<file path="src/rtl/acc_rsp_wb_unit_pkg.sv">
// Shared types and constants for the accelerator response writeback unit.
package acc_rsp_wb_unit_pkg;

  localparam int HZ_PORTS = 4;
  localparam int REG_AW   = 5;
  localparam int XLEN     = 32;

  typedef struct packed {
    logic [XLEN-1:0]   data;
    logic [REG_AW-1:0] rd;
    logic              err;
  } acc_rsp_t;

endpackage

</file>
<file path="src/rtl/acc_rsp_wb_unit_if.sv">
// C-response channel from the FPU subsystem to the core-side writeback unit.
interface acc_rsp_wb_unit_if;
  import acc_rsp_wb_unit_pkg::*;

  logic              valid;
  logic              ready;
  logic [XLEN-1:0]   data;
  logic              error;
  logic              dualwb;
  logic [REG_AW-1:0] rd;

  modport master (output valid, data, error, dualwb, rd, input ready);
  modport slave  (input valid, data, error, dualwb, rd, output ready);

endinterface

</file>
<file path="src/rtl/acc_rsp_wb_unit_scoreboard.sv">
// Per-register pending scoreboard and outstanding counter for int-dest offloads.
module acc_scoreboard
  import acc_rsp_wb_unit_pkg::*;
#(
  parameter  int MAX_OUTSTANDING = 4,
  localparam int CNT_W           = $clog2(MAX_OUTSTANDING + 1)
) (
  input  logic                       clk,
  input  logic                       rst_n,
  input  logic                       iss,
  input  logic [REG_AW-1:0]          iss_rd,
  input  logic                       retire,
  input  logic [REG_AW-1:0]          retire_rd,
  input  logic [HZ_PORTS-1:0]        hz_valid,
  input  logic [HZ_PORTS*REG_AW-1:0] hz_addr,
  output logic                       hazard,
  output logic                       issue_stall,
  output logic                       overflow,
  output logic                       empty,
  output logic [CNT_W-1:0]           outstanding
);

  logic [31:0]      pend;
  logic [31:0]      pend_nxt;
  logic [CNT_W-1:0] cnt;
  logic [CNT_W-1:0] cnt_nxt;
  logic             full;

  assign full        = (cnt == CNT_W'(MAX_OUTSTANDING));
  assign empty       = (cnt == '0);
  assign issue_stall = full;
  assign overflow    = iss & full;
  assign outstanding = cnt;

  always_comb begin
    hazard = 1'b0;
    for (int i = 0; i < HZ_PORTS; i++) begin
      if (hz_valid[i] && (hz_addr[i*REG_AW +: REG_AW] != '0) &&
          pend[hz_addr[i*REG_AW +: REG_AW]])
        hazard = 1'b1;
    end
  end

  // Clear first, then set, so a same-rd issue overrides a retire.
  always_comb begin
    pend_nxt = pend;
    if (retire)
      pend_nxt[retire_rd] = 1'b0;
    if (iss && (iss_rd != '0))
      pend_nxt[iss_rd] = 1'b1;
  end

  always_comb begin
    cnt_nxt = cnt;
    unique case ({iss, retire})
      2'b10:   if (!full)  cnt_nxt = cnt + CNT_W'(1);
      2'b01:   if (!empty) cnt_nxt = cnt - CNT_W'(1);
      default: cnt_nxt = cnt;
    endcase
  end

  always_ff @(posedge clk) begin
    if (!rst_n) begin
      pend <= '0;
      cnt  <= '0;
    end else begin
      pend <= pend_nxt;
      cnt  <= cnt_nxt;
    end
  end

endmodule

</file>
<file path="src/rtl/acc_rsp_wb_unit.sv">
// Core-side consumer of FPU C-responses: scoreboard, one-entry buffer, shared-port writeback.
module acc_rsp_wb_unit
  import acc_rsp_wb_unit_pkg::*;
#(
  parameter  int MAX_OUTSTANDING = 4,
  localparam int CNT_W           = $clog2(MAX_OUTSTANDING + 1)
) (
  input  logic                       clk_i,
  input  logic                       rst_ni,
  input  logic                       issue_valid_i,
  input  logic                       issue_ready_i,
  input  logic [REG_AW-1:0]          issue_rd_i,
  input  logic                       issue_rd_is_int_i,
  output logic                       issue_stall_o,
  input  logic [HZ_PORTS-1:0]        hz_valid_i,
  input  logic [HZ_PORTS*REG_AW-1:0] hz_addr_i,
  output logic                       hazard_o,
  acc_rsp_wb_unit_if.slave           c_p,
  input  logic                       core_wb_busy_i,
  output logic                       wb_valid_o,
  output logic [REG_AW-1:0]          wb_addr_o,
  output logic [XLEN-1:0]            wb_data_o,
  output logic                       error_o,
  output logic [CNT_W-1:0]           outstanding_o
);

  acc_rsp_t          rsp_p1;
  logic              vld_p1;
  logic [REG_AW-1:0] last_addr;
  logic [XLEN-1:0]   last_data;
  logic              err_q;

  logic iss;
  logic drain;
  logic hs;
  logic drop;
  logic load;
  logic sb_empty;
  logic sb_overflow;

  assign iss   = issue_valid_i & issue_ready_i & issue_rd_is_int_i;
  assign drain = vld_p1 & (rsp_p1.err | ~core_wb_busy_i);

  assign c_p.ready = rst_ni & (~vld_p1 | drain);
  assign hs        = c_p.valid & c_p.ready;
  // A response with nothing outstanding is accepted but never buffered.
  assign drop      = hs & sb_empty;
  assign load      = hs & ~sb_empty;

  acc_scoreboard #(
    .MAX_OUTSTANDING (MAX_OUTSTANDING)
  ) u_scoreboard (
    .clk         (clk_i),
    .rst_n       (rst_ni),
    .iss         (iss),
    .iss_rd      (issue_rd_i),
    .retire      (drain),
    .retire_rd   (rsp_p1.rd),
    .hz_valid    (hz_valid_i),
    .hz_addr     (hz_addr_i),
    .hazard      (hazard_o),
    .issue_stall (issue_stall_o),
    .overflow    (sb_overflow),
    .empty       (sb_empty),
    .outstanding (outstanding_o)
  );

  // Stage p1: one-entry response buffer
  always_ff @(posedge clk_i) begin
    if (!rst_ni) begin
      vld_p1 <= 1'b0;
      rsp_p1 <= '0;
    end else if (load) begin
      vld_p1 <= 1'b1;
      rsp_p1 <= '{data: c_p.data, rd: c_p.rd, err: c_p.error | c_p.dualwb};
    end else if (drain) begin
      vld_p1 <= 1'b0;
    end
  end

  assign wb_valid_o = vld_p1 & ~rsp_p1.err & ~core_wb_busy_i & (rsp_p1.rd != '0);
  assign wb_addr_o  = wb_valid_o ? rsp_p1.rd   : last_addr;
  assign wb_data_o  = wb_valid_o ? rsp_p1.data : last_data;

  always_ff @(posedge clk_i) begin
    if (!rst_ni) begin
      last_addr <= '0;
      last_data <= '0;
      err_q     <= 1'b0;
    end else begin
      if (wb_valid_o) begin
        last_addr <= rsp_p1.rd;
        last_data <= rsp_p1.data;
      end
      err_q <= drop | sb_overflow;
    end
  end

  // Error entries report in their drain cycle; protocol violations one cycle later.
  assign error_o = err_q | (vld_p1 & rsp_p1.err);

endmodule

</file>
<file path="src/flat_wrapper.sv">
// flat-port wrapper written by rule: the top's interface ports become plain ports
module acc_rsp_wb_unit_flat import acc_rsp_wb_unit_pkg::*;
#(
  parameter  int MAX_OUTSTANDING = 4,
  localparam int CNT_W           = $clog2(MAX_OUTSTANDING + 1)
)
  (clk_i, rst_ni, issue_valid_i, issue_ready_i, issue_rd_i, issue_rd_is_int_i, issue_stall_o, hz_valid_i, hz_addr_i, hazard_o, core_wb_busy_i, wb_valid_o, wb_addr_o, wb_data_o, error_o, outstanding_o, c_p_valid, c_p_data, c_p_error, c_p_dualwb, c_p_rd, c_p_ready);
  acc_rsp_wb_unit_if c_p_i ();
  input  logic clk_i;
  input  logic rst_ni;
  input  logic issue_valid_i;
  input  logic issue_ready_i;
  input  logic [REG_AW-1:0] issue_rd_i;
  input  logic issue_rd_is_int_i;
  output logic issue_stall_o;
  input  logic [HZ_PORTS-1:0] hz_valid_i;
  input  logic [HZ_PORTS*REG_AW-1:0] hz_addr_i;
  output logic hazard_o;
  input  logic core_wb_busy_i;
  output logic wb_valid_o;
  output logic [REG_AW-1:0] wb_addr_o;
  output logic [XLEN-1:0] wb_data_o;
  output logic error_o;
  output logic [CNT_W-1:0] outstanding_o;
  input wire logic [$bits(c_p_i.valid)-1:0] c_p_valid;
  input wire logic [$bits(c_p_i.data)-1:0] c_p_data;
  input wire logic [$bits(c_p_i.error)-1:0] c_p_error;
  input wire logic [$bits(c_p_i.dualwb)-1:0] c_p_dualwb;
  input wire logic [$bits(c_p_i.rd)-1:0] c_p_rd;
  output wire logic [$bits(c_p_i.ready)-1:0] c_p_ready;
  assign c_p_i.valid = c_p_valid;
  assign c_p_i.data = c_p_data;
  assign c_p_i.error = c_p_error;
  assign c_p_i.dualwb = c_p_dualwb;
  assign c_p_i.rd = c_p_rd;
  assign c_p_ready = c_p_i.ready;
  acc_rsp_wb_unit #(.MAX_OUTSTANDING(MAX_OUTSTANDING)) u_core (.clk_i(clk_i), .rst_ni(rst_ni), .issue_valid_i(issue_valid_i), .issue_ready_i(issue_ready_i), .issue_rd_i(issue_rd_i), .issue_rd_is_int_i(issue_rd_is_int_i), .issue_stall_o(issue_stall_o), .hz_valid_i(hz_valid_i), .hz_addr_i(hz_addr_i), .hazard_o(hazard_o), .c_p(c_p_i), .core_wb_busy_i(core_wb_busy_i), .wb_valid_o(wb_valid_o), .wb_addr_o(wb_addr_o), .wb_data_o(wb_data_o), .error_o(error_o), .outstanding_o(outstanding_o));
endmodule
</file>
<file path="config.mk">
export PLATFORM = sky130hd
export DESIGN_NAME = acc_rsp_wb_unit_flat
export DESIGN_NICKNAME = d
export VERILOG_FILES = /design/src/rtl/acc_rsp_wb_unit_pkg.sv /design/src/rtl/acc_rsp_wb_unit_if.sv /design/src/rtl/acc_rsp_wb_unit_scoreboard.sv /design/src/rtl/acc_rsp_wb_unit.sv /design/src/flat_wrapper.sv
export SDC_FILE = /design/constraint.sdc
export NUM_CORES = 1
export LEC_CHECK = 0
export BUFFER_PORTS_ARGS = -buffer_cell sky130_fd_sc_hd__buf_2
export CORE_MARGIN = 2
export CORE_UTILIZATION = 50
export DETAILED_ROUTE_END_ITERATION = 6
export PLACE_DENSITY = 0.76
export SYNTH_ARGS = -nofsm -noshare
export SYNTH_HDL_FRONTEND = slang
export SYNTH_HIERARCHICAL = 1
export SYNTH_SLANG_ARGS = --single-unit
</file>
<file path="constraint.sdc">
create_clock -name clk_i -period 2.07 [get_ports clk_i]
set_input_delay 0.3105 -clock clk_i [delete_from_list [all_inputs] [get_ports clk_i]]
set_output_delay 0.3105 -clock clk_i [all_outputs]
set_load 0.03 [all_outputs]
</file>
Yosys cells after proc, flatten, opt, wreduce, memory -nomap -nowiden --
Cells that the tools add are included. W data, S select, Z words.
Cells by class: bitwise operators 24, reduce and logical (&&, ||, !) cells 21, equal/unequal tests 5, mux-type cells 25, add/sub/neg operators 2, magnitude comparators 8
Operators by type and width (count):
- $mux W32 | 3
- $lt A5 B6 Y1 const B | 6
- $and A32 B32 Y32 | 1
- $not A32 Y32 | 1
- $or A32 B32 Y32 | 1
- $reduce_bool A5 Y1 | 6
- $bmux W1 S5 | 4
- $and A1 B1 Y1 | 12
- $mux W1 | 12
- $logic_and A1 B1 Y1 | 11
- $demux W1 S5 | 2
- $ge A5 B1 Y1 const B | 2
- $mux W3 | 2
- $pmux W3 S2 | 1
- $mux W5 | 1
- $or A1 B1 Y1 | 5
- $ne A2 B2 Y1 const B | 2
- $not A1 Y1 | 4
- $reduce_bool A2 Y1 | 2
- $add A3 B1 Y3 const B | 1
- $eq A3 B3 Y1 const B | 1
- $logic_not A3 Y1 | 1
- $reduce_and A3 Y1 | 1
- $sub A3 B1 Y3 const B | 1
- other kinds (2) | 2
Word-level totals: word-level logic and storage cells 94, register bits 112, output and inout bits 45

Depth between registers and ports, before layout --
Gate-level depths: netlist (run 1).
word-level depth 9, gate-level depth with buffers 8

Modules after synthesis --
The synthesis (run 1) kept the hierarchy.
Modules (own cells, without submodules):
- acc_rsp_wb_unit | instances 1, area an instance 3579.7 um2, cells each 392
- acc_scoreboard | instances 1, area an instance 2678.8 um2, cells each 274

Worst setup path before layout (run 1) --
Ideal clock, no wire load.
path kind in2out, start in hz_addr_i[10], end out hazard_o, slack -99 ps, cell stages on the path 5, data required time 1760 ps, arrival time 1859 ps, path through buf_6 -> mux4_1 -> mux4_2 -> o211ai_2 -> nand4_1
On the way: word-level cells in the longest chain between the ends 5, elaborated cells on any way between the ends 7, those cells by class mux (4); reduce/logical (3)
Ends and longest elaborated chain:
- start, declared | RTL line flat_wrapper.sv:17 | input logic [HZ_PORTS*REG_AW-1:0] hz_addr_i;
- $bmux W1 S5 / $reduce_bool A5 Y1 (equally long branches) | RTL line acc_rsp_wb_unit_scoreboard.sv:39, acc_rsp_wb_unit_scoreboard.sv:38
- $mux W1 (not written as such) / $logic_and A1 B1 Y1 (equally long branches) | RTL line acc_rsp_wb_unit_scoreboard.sv:39, acc_rsp_wb_unit_scoreboard.sv:38
- $logic_and A1 B1 Y1 * | RTL line acc_rsp_wb_unit_scoreboard.sv:38 | if (hz_valid[i] && (hz_addr[i*REG_AW +: REG_AW] != '0) &&
- $mux W1 * (2 in series) | RTL line acc_rsp_wb_unit_scoreboard.sv:38
- end, declared | RTL line flat_wrapper.sv:18 | output logic hazard_o;
Every way passes the cells marked *; elsewhere a longest branch is shown, timed or not. The select of a mux whose other input is x is not followed.

Worst setup path after layout (run 1) --
start reg u_core/rsp_p1[3] (netlist bit), end out wb_addr_o[0]
On the way: word-level cells in the longest chain between the ends 3
Ends and longest elaborated chain:
- start, declared | RTL line acc_rsp_wb_unit.sv:27 | acc_rsp_t rsp_p1;
- start signal, assigned | RTL line acc_rsp_wb_unit.sv:75 | rsp_p1 <= '{data: c_p.data, rd: c_p.rd, err: c_p.error | c_p.dualwb};
- $reduce_bool A5 Y1 | RTL line acc_rsp_wb_unit.sv:81 | assign wb_valid_o = vld_p1 & ~rsp_p1.err & ~core_wb_busy_i & (rsp_p1.rd != '0);
- $and A1 B1 Y1 | RTL line acc_rsp_wb_unit.sv:81
- $mux W5 | RTL line acc_rsp_wb_unit.sv:82 | assign wb_addr_o = wb_valid_o ? rsp_p1.rd : last_addr;
- end, declared | RTL line flat_wrapper.sv:21 | output logic [REG_AW-1:0] wb_addr_o;
Every way passes these cells.

==> summary.txt, run 1 <==
status: finished with violations
violated checks: negative setup slack
IO Port Bufs: 119
area leader, netlist: dfxtp_1
Fill cells: 933
Overall Power: 4.467 mW
insertion delay to the later sink of the worst-skew pair: 350 ps
Clk pin slew, worst setup/hold paths: 80 ps
DIE HEIGHT: 115.9 um
number of remaining DRC errors: 0
Final Cycle Share: 123.2%
Detail Placement HPWL: 12470 um
area delta synth->final: 28.85%
RSZ-0062 raised after global routing: true
vias per cell: 5.970
post-synth top area share: 35.83%
CP Launch Type: flip-flop
Slew Viols, Final: 0
Final Setup Violations: 39
Max Cap Viol: 0
Primary FF master, synth: dfxtp_1
R2R depth: 7
Worst Hold Depth: 3
ys async rst share: 0%
gpl congestion: 1.002
kind of end point of the critical path: primary output
first-pass GRT wire length: 29530 um
Final Net Count: 876
initial antenna violation count: 0
H-tree levels: 3
#FFs+latches synth: 112
maximum vdd drop: 0.0003647 V
TritonCTS Sinks: 112
n_diodes: 0
via count of the first global-routing pass: 5787
YS warnings: 6
overflow left after global routing: 0
Starting Density: 51.67%
Synth area leaders: dfxtp_1 36%, mux4_2 8.3%, a21boi_0 8.2%
pin count of the biggest net entering global routing: 72
drt first pass iters: 5
Antenna Nets Post-Route: 0
Setup TNS: -16680 ps
DRT iter0 DRCs: 515
Rows: 40
Crit Path Max Fanout: 6
Worst Hold Class: primary input to flip-flop
GRT Resource Usage Total: 28.03%
Post-synth EDFFs: 0
DR WL/cell: 18.99 um
slack of the critical path: -479.5 ps
critical path class: flip-flop to primary output
syn nets: 742
fin crit period: 2550 ps
vias: 5809
Num CTS Buffers: 9
Worst Path Required: 1760 ps
Post-Synthesis Cells: 666
Static Leak: 3.135 nW
synth unique cells: 49
Die ar.: 0.01343 sq mm
routed wire length: 18480 um
CORE AREA: 0.01211 sq mm
Critical Path AT: 2240 ps
most frequent cell after synthesis: nand2_1
worst-margin pin slew: 617.3 ps
die outline width: 115.9 um
Post-Syn Area per Cell: 9.397 sq um
layout cells sized above 1: 34.53%
maximum buffer depth of the clock tree: 2
most common library cells after synthesis: 118 x nand2_1, 112 x dfxtp_1, 71 x o21ai_0, 68 x a21boi_0, 48 x mux2i_1
Rel. slew slack: 58.84%
Top-Level Pins: 120
clock root buffer: clkbuf_16
Setup Skew: 15.57 ps
sequential element share of the synthesized area: 35.83%
CTS tree: yes
Pwr Density: 553.9 mW/mm^2
mapped cell area: 0.006259 sq mm
fmax: 0.3922 GHz
Hold Vio Cnt, Final: 0
-- report_power, final --
part,switching [mW],total (mW),internal [mW]
clock,0.807,1.83,1.02
sequential,0.0226,2.20,2.18
combinational,0.243,0.436,0.193
-- sequential cells by signal, indices dropped and copies added, names as in the netlist --
| register | count |
|---|---|
| u_core/last_data | 32 |
| u_core/err_q | 1 |
| u_core/last_addr | 5 |
| u_core/u_scoreboard/outstanding | 3 |
| u_core/rsp_p1 | 38 |
| u_core/u_scoreboard/pend | 32 |
| u_core/vld_p1 | 1 |
-- placed cells by master (no fill, tap or decap), types with 2 or more instances in the layout --
cell         n
nand2_1    118
dfxtp_1     98
buf_2       79
o21ai_0     71
a21boi_0    68
mux2i_1     48
buf_4       46
buf_6       41
nand3_1     41
mux2_4      37
mux4_2      27
dfxtp_2     13
clkbuf_16   12
nor2_1      10
nand3b_1     9
nor3b_1      6
nor2b_1      5
and2_1       4
inv_1        4
and3_1       3
and3b_1      3
nand4_1      3
buf_12       3
nand2b_1     3
nor3_1       3
mux4_1       3
or3b_2       3
or3_1        3
clkbuf_8     2
a21boi_1     2
o221ai_1     2
o22ai_1      2
o211a_1      2
xnor2_1      2
-- worst max-delay path: stages, from the launching register on --
cell	delay (ps)
dfxtp_2	320
or4_4	540
o211ai_4	210
buf_6	190
clkbuf_16	170
mux2_4	310
buf_6	140
-- cell type report --
cell class | instances | area [sq um] | share of cell area [%]
tap | 168 | 210.2 | 2.607
timing repair buffer | 173 | 1365 | 16.93
multi-input combinational | 499 | 3890 | 48.24
inverter | 5 | 21.27 | 0.2638
clock buffer | 12 | 256.5 | 3.181
sequential | 112 | 2262 | 28.05
clock inverter | 4 | 58.81 | 0.7292
-- metrics by stage --
stage | hold slack (ps) | area (sq um) | std cells | worst slack (ps) | utilization (%)
finish | 209.9 | 8064 | 973 | -479.5 | 66.58
global route | 206.3 | 8064 | 973 | -523.4 | 66.58
CTS | 205.8 | 7881 | 969 | -508.8 | 65.07
detailed placement | 448.5 | 7308 | 950 | -253.5 | 60.34
global placement | 438.5 | 7308 | 950 | -154.3 | 60.34
floorplan | 431.3 | 6369 | 666 | -69.26 | -
-- cells by family (layout without fill, tap and decap cells) --
kind of cell    count (synthesis)  count (layout)  share of synthesized area (%)
compound gates                161             161                          16.83
xor+xnor                        3               3                         0.4199
fa+ha+maj                       1               1                         0.3199
buf+inv                        55             194                          4.518
flops                         112             112                          35.83
mux                           115             115                          25.55
simple gates                  219             219                          16.53
-- worst paths after layout --
| check | from | endpoint | slack (ps) |
|---|---|---|---|
| min reg2reg | u_core/last_data[2] | u_core/last_data[2] | 460 |
| max reg2reg | u_core/rsp_p1[3] | u_core/last_data[15] | 70 |
| min | c_p_data[22] | u_core/rsp_p1[28] | 210 |
| max | u_core/rsp_p1[3] | wb_addr_o[0] | -480 |
-- routing by layer --
| layer | wire length, um | track usage, % |
|---|---|---|
| met4 | 536 | 10.40 |
| met3 | 1624 | 7.793 |
| met5 | 0 | 0 |
| met1 | 7305 | 35.53 |
| met2 | 9008 | 45.96 |
-- repair_timing --
item / in CTS / in global routing
hold buffers: 0 / 0
setup endpoints to repair: 39 / 44
resized for setup: 78 / 32
cloned: 1 / 3
buffers inserted: 2 / 1
pin swaps: 4 / 3
Power figures use the tool's default switching activity.
==> run 2: changes to the inputs <==
--- a/config.mk
+++ b/config.mk
@@ -6,10 +6,12 @@
 export NUM_CORES = 1
 export LEC_CHECK = 0
 export BUFFER_PORTS_ARGS = -buffer_cell sky130_fd_sc_hd__buf_2
+export CELL_PAD_IN_SITES_DETAIL_PLACEMENT = 1
+export CELL_PAD_IN_SITES_GLOBAL_PLACEMENT = 2
 export CORE_MARGIN = 2
-export CORE_UTILIZATION = 50
+export CORE_UTILIZATION = 31
 export DETAILED_ROUTE_END_ITERATION = 6
-export PLACE_DENSITY = 0.76
+export PLACE_DENSITY_LB_ADDON = 0.1
 export SYNTH_ARGS = -nofsm -noshare
 export SYNTH_HDL_FRONTEND = slang
 export SYNTH_HIERARCHICAL = 1
==> run 2 against run 1 <==
The flow still finishes with violations (negative setup slack). Via count shrank 2.9%. Sequential power is essentially flat. Utilization decreased by 25 points. Register-to-register slack lost 50 ps. Maximum frequency grew 0.17%. Sequential share of layout area down 0.63 points. Die area increased by 59%. Total power decreased by 0.45%. Critical path depth unchanged. Critical endpoint is now wb_addr_o[2]. Largest cell class unchanged.
==> summary.txt, run 2 (synthesized netlist as in run 1, its figures left out) <==
DRT iter0 DRCs: 229
Antenna Nets Post-Route: 0
first-pass GRT wire length: 33450 um
die outline width: 146.1 um
Final Cycle Share: 123.0%
Crit path max-delay family: simple AND/OR/NAND/NOR gates
DR WL/cell: 20.04 um
GRT Resource Usage Total: 19.59%
Top-Level Pins: 120
Worst Hold Class: primary input to flip-flop
R2R Setup Slk: 20 ps
drt first pass iters: 4
CORE AREA: 0.01965 sq mm
status: finished with violations
overflow left after global routing: 0
Num CTS Buffers: 9
max reg flops: 38
Top reg by flops: u_core/rsp_p1
fmax: 0.3929 GHz
clock power share: 40.1%
RSZ-0062 raised after global routing: true
slack of the critical path: -475.1 ps
CTS Hold Bufs: 0
Rel. slew slack: 61.18%
final instance area: 0.008220 sq mm
Critical Path End: wb_addr_o[2]
Setup crit start: u_core/rsp_p1[1]
violated checks: negative setup slack
worst-margin pin slew: 581.1 ps
CP Launch Type: flip-flop
Static Leak: 3.125 nW
via count of the first global-routing pass: 6069
area delta synth->final: 31.35%
initial antenna violation count: 1
Post-DP Area: 0.007483 sq mm
maximum vdd drop: 0.0003441 V
vias: 5641
Gate power share: 10.4%
Setup TNS: -17060 ps
Hold WS: 202.6 ps
critical path class: flip-flop to primary output
switching part of the total: 24.71%
number of remaining DRC errors: 0
CTS tree: yes
Rows: 51
worst r2r dst: u_core/last_data[6]
Hold Vio Cnt, Final: 0
largest stage delay on the critical path: 550 ps
insertion delay to the later sink of the worst-skew pair: 360 ps
Pwr Density: 540.9 mW/mm^2
Slowest-stage cell, CP: or4_4
commonest non-fill, non-tap cell in the layout: nand2_1
TritonCTS Sinks: 112
maximum buffer depth of the clock tree: 2
Seq pwr share: 49.5%
Die ar.: 0.02134 sq mm
R2R depth: 8
Int Pwr: 3.348 mW
Critical Path AT: 2230 ps
Net Switching: 1.099 mW
Starting Density: 31.84%
crit-path cells: or4_4, o211ai_4, buf_12, clkbuf_16, mux2_4, buf_6
layout cells sized above 1: 34.24%
commonest non-fill, non-tap cells in the layout: 118 x nand2_1, 102 x dfxtp_1, 79 x buf_2, 71 x o21ai_0, 67 x a21boi_0
Max Cap Viol: 0
WP depth: 6
CP bufs+invs: 3
DIE HEIGHT: 146.1 um
Worst Hold Depth: 2
Largest regs: u_core/rsp_p1 (38), u_core/last_data (32), u_core/u_scoreboard/pend (32)
Crit Path Max Fanout: 5
Setup Skew: 8.779 ps
kind of end point of the critical path: primary output
Detail Placement HPWL: 14980 um
clock root buffer: clkbuf_16
fin crit period: 2545 ps
Clk pin slew, worst setup/hold paths: 80 ps
Slew Viols, Final: 0
pin count of the biggest net entering global routing: 99
reg-to-reg startpoint: u_core/rsp_p1[1]
Final Setup Violations: 39
gpl congestion: 0.8215
routed wire length: 21480 um
H-tree levels: 3
Final Core Density: 41.83%
Worst Path Required: 1760 ps
IO Port Bufs: 119
Final Net Count: 878
vias per cell: 5.262
run 2: cell count changes in the layout (fill, tap and decap cells not counted), moves of 3 or more:
cell      before  now
buf_12         3    7
buf_6         41   38
clkinv_2       0    3
dfxtp_1       98  102
dfxtp_2       13   10
run 2: worst register-to-register path: stages, from the launching register on:
cell	delay [ps]
dfxtp_1	320
or4_4	550
o211ai_4	240
buf_12	170
buf_16	150
buf_4	140
inv_6	60
clkbuf_16	180
mux2i_1	130
run 2: through the flow:
stage          setup slack, ps  cells  power, mW
3_3_place_gp            -195.6   1049      2.691
6_report                -475.1   1072      4.446
5_1_grt                 -522.3   1071      4.649
3_5_place_dp            -236.9   1049      2.707
4_1_cts                 -504.3   1067      4.505
2_1_floorplan           -69.26    666      2.489
run 2: layer usage:
| metal | GRT usage, % | routed length, um | up-vias | share of wire, % |
|---|---|---|---|---|
| li1 | - | - | 2685 | - |
| met3 | 3.594 | 1014 | 22 | 4.7 |
| met1 | 26.34 | 9990 | 2797 | 47 |
| met5 | 0 | 0 | - | 0 |
| met4 | 5.485 | 324 | 0 | 1.5 |
| met2 | 32.38 | 10150 | 137 | 47 |
run 2: cell type report:
class	count	area, sq um
Fill cell	2293	11430
Inverter	5	23.77
Tap cell	265	331.6
Multi-Input combinational cell	499	3894
Timing Repair Buffer	175	1426
Clock inverter	4	45.04
Sequential cell	112	2255
Clock buffer	11	242.7
Antenna cell	1	2.502
run 2: worst min-delay path by stage:
| stage | from | slack, ps | to |
|---|---|---|---|
| after floorplan | u_core/last_data[0] | 430 | u_core/last_data[0] |
| after global placement | u_core/last_data[15] | 440 | u_core/last_data[15] |
| after detailed placement | u_core/last_data[2] | 450 | u_core/last_data[2] |
| after CTS | c_p_error | 190 | u_core/rsp_p1[0] |
| after global routing | c_p_error | 200 | u_core/rsp_p1[0] |
| final | c_p_error | 200 | u_core/rsp_p1[0] |
run 2: timing repair:
| action | in CTS | in global routing |
|---|---|---|
| pin swaps | 2 | 1 |
| endpoints found under the setup margin | 39 | 72 |
| resized for setup | 92 | 13 |
| cloned | 1 | 4 |
| buffers inserted | 2 | 0 |
run 2: power by group through the flow:
stage / Combinational, mW / Sequential (mW) / Clock (mW)
final: 0.464 / 2.20 / 1.78
after global routing: 0.506 / 2.21 / 1.94
after CTS: 0.465 / 2.20 / 1.84
after detailed placement: 0.455 / 2.25 / 0
after global placement: 0.442 / 2.25 / 0
after floorplan: 0.236 / 2.25 / 0
==> run 3: changes to the inputs <==
--- a/config.mk
+++ b/config.mk
@@ -8,6 +8,7 @@
 export BUFFER_PORTS_ARGS = -buffer_cell sky130_fd_sc_hd__buf_2
 export CELL_PAD_IN_SITES_DETAIL_PLACEMENT = 1
 export CELL_PAD_IN_SITES_GLOBAL_PLACEMENT = 2
+export CORE_ASPECT_RATIO = 0.75
 export CORE_MARGIN = 2
 export CORE_UTILIZATION = 31
 export DETAILED_ROUTE_END_ITERATION = 6
==> constraint.sdc (replaced) <==
create_clock -name clk_i -period 2.07 [get_ports clk_i]
set_input_delay 0.414 -clock clk_i [delete_from_list [all_inputs] [get_ports clk_i]]
set_output_delay 0.414 -clock clk_i [all_outputs]
set_load 0.03 [all_outputs]
==> run 3 against run 2 <==
The flow still finishes with violations (negative setup slack). Cell count is 0.28% higher. Critical path depth stayed put. Wire length is 0.48% lower. Maximum frequency is 3.6% lower. Total power is 0.39% lower.
==> summary.txt, run 3 (synthesized netlist as in run 1, its figures left out) <==
status: finished with violations
violated checks: negative setup slack
Slew Viols, Final: 0
commonest non-fill, non-tap cell in the layout: nand2_1
commonest non-fill, non-tap cells in the layout: 118 x nand2_1, 100 x dfxtp_1, 87 x buf_2, 72 x buf_4, 71 x o21ai_0
final non-filler cell total: 1075
Seq pwr share: 49.6%
drt first pass iters: 5
GRT Resource Usage Total: 20.27%
switching part of the total: 26.86%
TritonCTS Sinks: 112
Detail Placement HPWL: 15300 um
Largest regs: u_core/rsp_p1 (38), u_core/last_data (32), u_core/u_scoreboard/pend (32)
worst r2r dst: u_core/last_data[1]
Rows: 44
area delta synth->final: 30.61%
max reg flops: 38
IO Port Bufs: 119
Placed Instances: 1052
Final Net Count: 892
Fill cells: 2255
Int Pwr: 3.240 mW
pin count of the biggest net entering global routing: 84
RSZ-0062 raised after global routing: true
Worst Path Required: 1660 ps
Worst Hold Class: primary input to flip-flop
via count of the first global-routing pass: 6056
routed wire length: 21380 um
DR WL/cell: 19.88 um
kind of end point of the critical path: primary output
Starting Density: 31.93%
Critical Path AT: 2230 ps
die outline width: 168.1 um
fin crit period: 2640 ps
Num CTS Buffers: 9
Rel. slew slack: 46.96%
R2R Setup Slk: 110 ps
Max Cap Viol: 0
Hold WS: 303.4 ps
footprint of the multi-input gates: 0.003885 sq mm
Setup crit start: u_core/rsp_p1[1]
vias: 5756
Hold Vio Cnt, Final: 0
worst-margin pin slew: 795.6 ps
insertion delay to the later sink of the worst-skew pair: 360 ps
final instance area: 0.008174 sq mm
Crit Path Max Fanout: 10
Gate power share: 10.5%
DRT iter0 DRCs: 329
Sequential Area: 0.002262 sq mm
CORE AREA: 0.01960 sq mm
DIE HEIGHT: 127.1 um
clock power share: 39.9%
Setup Skew: 13.17 ps
Top-Level Pins: 120
layout cells sized above 1: 35.08%
gpl congestion: 0.9333
slack of the critical path: -569.9 ps
maximum vdd drop: 0.0003958 V
Top reg by flops: u_core/rsp_p1
Die ar.: 0.02135 sq mm
vias per cell: 5.354
Critical Path End: wb_data_o[24]
Final Cycle Share: 127.5%
R2R depth: 7
reg-to-reg startpoint: u_core/rsp_p1[1]
critical path class: flip-flop to primary output
fmax: 0.3788 GHz
Static Leak: 3.184 nW
CP Launch Type: flip-flop
Pwr Density: 541.8 mW/mm^2
Clk pin slew, worst setup/hold paths: 90 ps
initial antenna violation count: 1
CTS tree: yes
maximum buffer depth of the clock tree: 2
hold_sp: c_p_data[29]
clock root buffer: clkbuf_16
number of remaining DRC errors: 0
Antenna Nets Post-Route: 0
first-pass GRT wire length: 34040 um
Final Setup Violations: 39
H-tree levels: 3
Net Switching: 1.190 mW
Post-DP Area: 0.007570 sq mm
overflow left after global routing: 0
run 3: changes by cell type in the layout (fill, tap and decap cells not counted), sizes merged:
cell | before | now
clkbuf | 14 | 11
buf | 172 | 188
bufinv | 1 | 0
inv | 5 | 8
run 3: stage by stage:
step | power (mW) | util [%] | setup WS, ps | TNS [ps]
2_1_floorplan | 2.489 | - | -276.3 | -2500
3_5_place_dp | 2.710 | 38.62 | -448.2 | -9736
6_report | 4.429 | 41.71 | -569.9 | -20960
5_1_grt | 4.626 | 41.69 | -625.2 | -23360
4_1_cts | 4.492 | 41.57 | -608.8 | -22190
3_3_place_gp | 2.696 | 38.62 | -442.1 | -8833
run 3: worst max-delay path, stage by stage, from the launching register on:
cell      delay, ps
dfxtp_2         330
or4_4           540
o211ai_4        210
buf_4           150
buf_12          140
mux2_4          320
buf_4           170
run 3: power by group through the flow:
stage               combinational (mW)  clock (mW)  sequential (mW)
global placement                 0.447           0             2.25
floorplan                        0.236           0             2.25
detailed placement               0.459           0             2.25
CTS                              0.468        1.82             2.20
finish                           0.465        1.77             2.20
global route                     0.509        1.91             2.20
run 3: how the worst min path moves through the flow:
stage | end | slack [ps] | cells past startpoint
floorplan | u_core/last_data[0] | 430 | 2
global placement | u_core/last_data[1] | 440 | 2
detailed placement | u_core/last_data[3] | 450 | 2
CTS | u_core/rsp_p1[32] | 290 | 3
global route | u_core/rsp_p1[32] | 290 | 3
finish | u_core/rsp_p1[35] | 300 | 3
run 3: cell type report:
type | instances | share of cell area [%]
flip-flops and latches | 112 | 27.67
repair buffers | 189 | 17.10
clock inverters | 6 | 0.7653
well taps | 253 | 3.873
clock buffers | 10 | 2.801
diodes | 1 | 0.03061
multi-input cells | 499 | 47.53
inverters | 5 | 0.2296
run 3: repair_timing:
| item | in CTS | in global routing |
|---|---|---|
| hold buffers | 0 | 0 |
| cloned | 1 | 1 |
| hold endpoints to repair | 0 | 0 |
| resized for setup | 77 | 10 |
| buffers inserted | 4 | 2 |
| pin swaps | 3 | 2 |
| setup endpoints to repair | 39 | 40 |
run 3: metal layers:
metal  vias up  GRT usage, %  wire (um)
li1       2720             -          -
met1      2896         30.37      11080
met2       131         30.36       9043
met3         9         4.213       1126
met4         0         3.600        122
met5         -             0          0
